--- src/rtl/regfile_writeback_queue.sv ---
// Write-back queue feeding the 64-bit x 32 register file: in-order FIFO, one drain per cycle,
// with optional forwarding of pending writes when WB_FORWARD_EN is defined.
module regfile_writeback_queue #(
  parameter int DEPTH  = 4,
  parameter int DATA_W = 64
) (
  input  logic                       clock,
  input  logic                       reset_n,
  input  logic                       in_valid,
  output logic                       in_ready,
  input  logic [31:0]                in_instruction,
  input  logic                       in_regdst,
  input  logic                       in_regwrite,
  input  logic                       in_memtoreg,
  input  logic [DATA_W-1:0]          in_alu_data,
  input  logic [DATA_W-1:0]          in_mem_data,
  input  logic                       wb_stall,
  output logic                       regwrite,
  output logic [4:0]                 writeregister,
  output logic [DATA_W-1:0]          writedata,
  input  logic [4:0]                 rd_addr1,
  input  logic [4:0]                 rd_addr2,
  output logic                       fwd1_hit,
  output logic [DATA_W-1:0]          fwd1_data,
  output logic                       fwd2_hit,
  output logic [DATA_W-1:0]          fwd2_data,
  output logic [$clog2(DEPTH):0]     pending_count
);

  localparam int PTR_W = $clog2(DEPTH);
  localparam int CNT_W = PTR_W + 1;

  logic [PTR_W-1:0]  wr_ptr_q, wr_ptr_d;
  logic [PTR_W-1:0]  rd_ptr_q, rd_ptr_d;
  logic [CNT_W-1:0]  count_q, count_d;
  logic              out_valid_q, out_valid_d;
  logic [4:0]        out_addr_q, out_addr_d;
  logic [DATA_W-1:0] out_data_q, out_data_d;
  logic [4:0]        mem_addr_q [DEPTH];
  logic [DATA_W-1:0] mem_data_q [DEPTH];

  logic [4:0]        dest;
  logic [DATA_W-1:0] in_data;
  logic              push;
  logic              pop;
  logic              unused_instr_bits;

  // Handshake: a result transfers on a rising edge where in_valid & in_ready; in_ready depends
  // only on occupancy, never on a same-cycle pop. Dropped results (no write or r0) still transfer.
  assign in_ready = (count_q != CNT_W'(DEPTH));
  assign dest     = in_regdst ? in_instruction[15:11] : in_instruction[20:16];
  assign in_data  = in_memtoreg ? in_mem_data : in_alu_data;
  assign push     = in_valid & in_ready & in_regwrite & (dest != 5'd0);
  assign pop      = (count_q != '0) & ~wb_stall;

  assign unused_instr_bits = ^{in_instruction[31:21], in_instruction[10:0]};

  always_comb begin
    wr_ptr_d    = wr_ptr_q;
    rd_ptr_d    = rd_ptr_q;
    count_d     = count_q;
    out_valid_d = 1'b0;
    out_addr_d  = out_addr_q;
    out_data_d  = out_data_q;
    if (push) wr_ptr_d = wr_ptr_q + 1'b1;
    if (pop) begin
      rd_ptr_d    = rd_ptr_q + 1'b1;
      out_valid_d = 1'b1;
      out_addr_d  = mem_addr_q[rd_ptr_q];
      out_data_d  = mem_data_q[rd_ptr_q];
    end
    case ({push, pop})
      2'b10:   count_d = count_q + 1'b1;
      2'b01:   count_d = count_q - 1'b1;
      default: count_d = count_q;
    endcase
  end

  always_ff @(posedge clock or negedge reset_n) begin
    if (!reset_n) begin
      wr_ptr_q    <= '0;
      rd_ptr_q    <= '0;
      count_q     <= '0;
      out_valid_q <= 1'b0;
      out_addr_q  <= '0;
      out_data_q  <= '0;
    end else begin
      wr_ptr_q    <= wr_ptr_d;
      rd_ptr_q    <= rd_ptr_d;
      count_q     <= count_d;
      out_valid_q <= out_valid_d;
      out_addr_q  <= out_addr_d;
      out_data_q  <= out_data_d;
    end
  end

  // Storage needs no reset: only slots covered by count_q are ever read.
  always_ff @(posedge clock) begin
    if (push) begin
      mem_addr_q[wr_ptr_q] <= dest;
      mem_data_q[wr_ptr_q] <= in_data;
    end
  end

  assign regwrite      = out_valid_q;
  assign writeregister = out_addr_q;
  assign writedata     = out_data_q;
  assign pending_count = count_q;

`ifdef WB_FORWARD_EN
  // Output stage is the oldest candidate; FIFO slots are walked oldest to youngest so the
  // youngest match overwrites earlier ones.
  function automatic logic [DATA_W:0] fwd_lookup(input logic [4:0] addr);
    logic [DATA_W:0]  r;
    logic [PTR_W-1:0] idx;
    r = '0;
    if (addr != 5'd0) begin
      if (out_valid_q && (out_addr_q == addr)) r = {1'b1, out_data_q};
      for (int i = 0; i < DEPTH; i++) begin
        idx = rd_ptr_q + PTR_W'(i);
        if ((CNT_W'(i) < count_q) && (mem_addr_q[idx] == addr)) r = {1'b1, mem_data_q[idx]};
      end
    end
    return r;
  endfunction

  logic [DATA_W:0] fwd1_r, fwd2_r;

  always_comb begin
    fwd1_r = fwd_lookup(rd_addr1);
    fwd2_r = fwd_lookup(rd_addr2);
  end

  assign fwd1_hit  = fwd1_r[DATA_W];
  assign fwd1_data = fwd1_r[DATA_W-1:0];
  assign fwd2_hit  = fwd2_r[DATA_W];
  assign fwd2_data = fwd2_r[DATA_W-1:0];
`else
  logic unused_rd_addrs;
  assign unused_rd_addrs = ^{rd_addr1, rd_addr2};
  assign fwd1_hit  = 1'b0;
  assign fwd1_data = '0;
  assign fwd2_hit  = 1'b0;
  assign fwd2_data = '0;
`endif

endmodule

--- config.mk ---
export PLATFORM = sky130hd
export DESIGN_NAME = regfile_writeback_queue
export DESIGN_NICKNAME = d
export VERILOG_FILES = /design/src/rtl/regfile_writeback_queue.sv
export SDC_FILE = /design/constraint.sdc
export NUM_CORES = 1
export LEC_CHECK = 0
export ABC_AREA = 1
export CELL_PAD_IN_SITES_DETAIL_PLACEMENT = 1
export CELL_PAD_IN_SITES_GLOBAL_PLACEMENT = 2
export CORE_MARGIN = 4
export CORE_UTILIZATION = 34
export CTS_CLUSTER_DIAMETER = 120
export DETAILED_ROUTE_END_ITERATION = 8
export HOLD_SLACK_MARGIN = 0.1
export PLACE_DENSITY_LB_ADDON = 0.1
export SKIP_CTS_REPAIR_TIMING = 1
export SLEW_MARGIN = 0
export SYNTH_ARGS = -nofsm -noshare
export SYNTH_HDL_FRONTEND = slang
export SYNTH_SLANG_ARGS = --single-unit
--- constraint.sdc ---
create_clock -name clock -period 7.5 [get_ports clock]
set_input_delay 1.5 -clock clock [delete_from_list [all_inputs] [get_ports clock]]
set_output_delay 1.5 -clock clock [all_outputs]
set_load 0.03 [all_outputs]
==> flow_summary.ini <==
[synthesis]
synth_edf_count = 276
synth_top_area_share_pct = 54.5
synth_most_common_cell = edfxtp_1
ys_async_sr_fraction_pct = 21.8
synthXorXnorAreaFrac_pct = 0.173
yosys_most_used_dff = edfxtp_1
synth.avg_cell_area_um2 = 11.7
synthTopCellsByArea = edfxtp_1, dfrtp_1, buf_4
synth_top_family_by_area = simple AND/OR/NAND/NOR gates
synth_common_cells = edfxtp_1, nand2_1, nor2_1
synth_compound_area_share_pct = 6.99
synth_area_leader_cell = edfxtp_1
ys_seq_area_share_pct = 67.2
ys_warn_count = 0
synth_fa_ha_area_share_pct = 0.543
ys_seq_elements = 353
muxShareOfSynthArea_pct = 4.74
netlist_area_um2 = 15200
yosysUniqueCellTypes = 24
synth_cells = 1301
yosys.area_share.simple_pct = 11.2

[worst_setup_path]
cp.arrival_ns = 4.32
start_kind = primary input
worstSetupEndpointType = register
path_delay_family = simple AND/OR/NAND/NOR gates
cpMostUsedCell = nand2_1
path_cells = clkdlybuf4s50_1, inv_1, nand2_1, nand2_1, nor2_1, nand3_1, nand2_2, nor2_4, buf_4
cp_slowest_cell = nor2_4
path_buf_inv = 3
path_class = primary input to register
slowest_delay_ns = 0.92
cp_max_fo = 30
cp.required_ns = 7.70

[clocking]
htree_num_levels = 2
clockBufferDepth = 3
clock-root-buffer = clkbuf_16
cts_tree = yes
cts.clk_slew.worst_paths_ns = 0.06
clkLatencyLatePin_ns = 0.54
cts_buffers = 40
cts_sinks = 353

[detailed_routing]
ant_nets = 0
routed_wl_um = 38600
dr_total_vias = 9645
drt-initial-drc-count = 373
wl_per_cell_um = 18.1
viasPerCell = 4.53
first_pass_iters = 4
drc = 0

[global_route]
grt_first_pass_wirelength_um = 58500
antenna_found_initial = 0
grt_pass1_vias = 10000
grt.total_usage_pct = 15.8
grt_max_degree = 76
grt-ovfl-total = 0

[sta]
worst_slew_margin_rel_pct = 23.1
fin_ws_ns = 3.38
worst_pin_slew_ns = 1.15
fin_crit_ns = 4.12
finalHoldWorstSlack_ns = 0.475
drv_slew = 0
setup_viol = 0
clock_skew_ns = 0.0105
rsz0062_at_grt = no
hold_violations = 0
fin_tns_setup_ns = 0
finalCritPeriodShare_pct = 54.9
fmax_mhz = 243

[floorplanning]
fp.dieW_um = 219
fp.dieArea_um2 = 48200
rows = 77
start_util_pct = 34.4
die_height_um = 219
core-area_um2 = 44200
io_pins = 381

[finish]
area_growth_pct = 23.3
drive_gt1_share_pct = 9.62
antennaDiodeCount = 0
fin_nets = 1690

[status]
run_status = finished clean

[power_and_ir_drop]
powerDensity_nw_per_um2 = 375
peakVddDrop_v = 0.000159
p_leak_nw = 7.11

[flow_run]
cap_viol_max_count = 0

[placed_design]
gp_congestion = 0.688
place_ws_ns = 2.69
io_buffers = 218
hpwl_um = 22500

[min_path]
holdCritPathClass = register to register
[kinds of logic (layout without fill, tap and decap cells)]
logic type / Yosys count / count (layout)
AO/OA/AOI/OAI: 212 / 212
XOR/XNOR: 3 / 3
adder cells (fa/ha/maj): 6 / 6
buffers and inverters: 213 / 321
flip-flops: 353 / 353
multiplexers: 64 / 64
other: 1 / 130
AND/OR/NAND/NOR: 449 / 449
[stage by stage]
step                instances  area (µm²)  power, mW  util (%)
detailed placement       2057       17400       5.21      39.4
finish                   2130       18800       7.04      42.4
CTS                      2130       18800       7.19      42.4
global route             2130       18800       7.53      42.4
global placement         2057       17400       5.16      39.4
floorplan                1430       15700       4.33         -
[worst paths after layout]
check,from,to,slack [ns],depth (start not counted)
worst min register to register,writedata[39],writedata[39],0.47,2
max in group asynchronous,reset_n,rd_ptr_q[0],5.27,2
worst min-delay path,writedata[39],writedata[39],0.47,2
min in group asynchronous,reset_n,writedata[61],0.97,1
worst max-delay path,in_regdst,mem_data_q[2][7],3.38,9
worst max register to register,rd_ptr_q[0],writedata[50],4.55,6
[routing by layer]
metal | vias up | GRT usage [%] | wire length (µm)
met4 | 0 | 4.47 | 707
met2 | 221 | 27.2 | 19100
met3 | 52 | 3.35 | 2120
met1 | 4789 | 20.1 | 16700
li1 | 4583 | - | -
met5 | - | 0 | 0
[cells in the final DEF, fill, tap and decap left out, types with 5 or more instances in the layout]
master,count
edfxtp_1,276
nand2_1,227
clkdlybuf4s50_1,216
nor2_1,213
o21ai_0,165
conb_1,130
dfrtp_1,75
mux2_2,64
o21ai_1,45
clkbuf_16,41
buf_4,15
inv_1,14
clkbuf_1,11
clkbuf_8,7
clkinv_2,5
nor2_4,5
ha_1,5
clkinv_1,5
[report_power, final]
| part | switching, mW | total, mW | internal [mW] | leakage, nW |
|---|---|---|---|---|
| clock network | 0.760 | 1.94 | 1.18 | 0.644 |
| registers | 0.271 | 2.77 | 2.49 | 3.44 |
| logic | 1.53 | 2.34 | 0.808 | 3.02 |
[registers in the layout, summed over array words and instances (netlist names)]
name	count
writeregister	5
rd_ptr_q	2
mem_addr_q	20
wr_ptr_q	2
mem_data_q	256
regwrite	1
pending_count	3
writedata	64
[tightest hold or removal path: cells and delay by family, from the launching register on]
kind          cells  cell delay (ns)
simple gates      2             0.10
flops             1             0.34
[layout make-up]
class / instances / area (µm²)
well taps: 592 / 741
clock buffers: 59 / 1160
fillers: 4714 / 25500
multi-input cells: 864 / 4120
repair buffers: 232 / 2290
clock inverters: 14 / 146
flip-flops and latches: 353 / 10200
inverters: 16 / 63.8
Power figures use the tool's default switching activity.
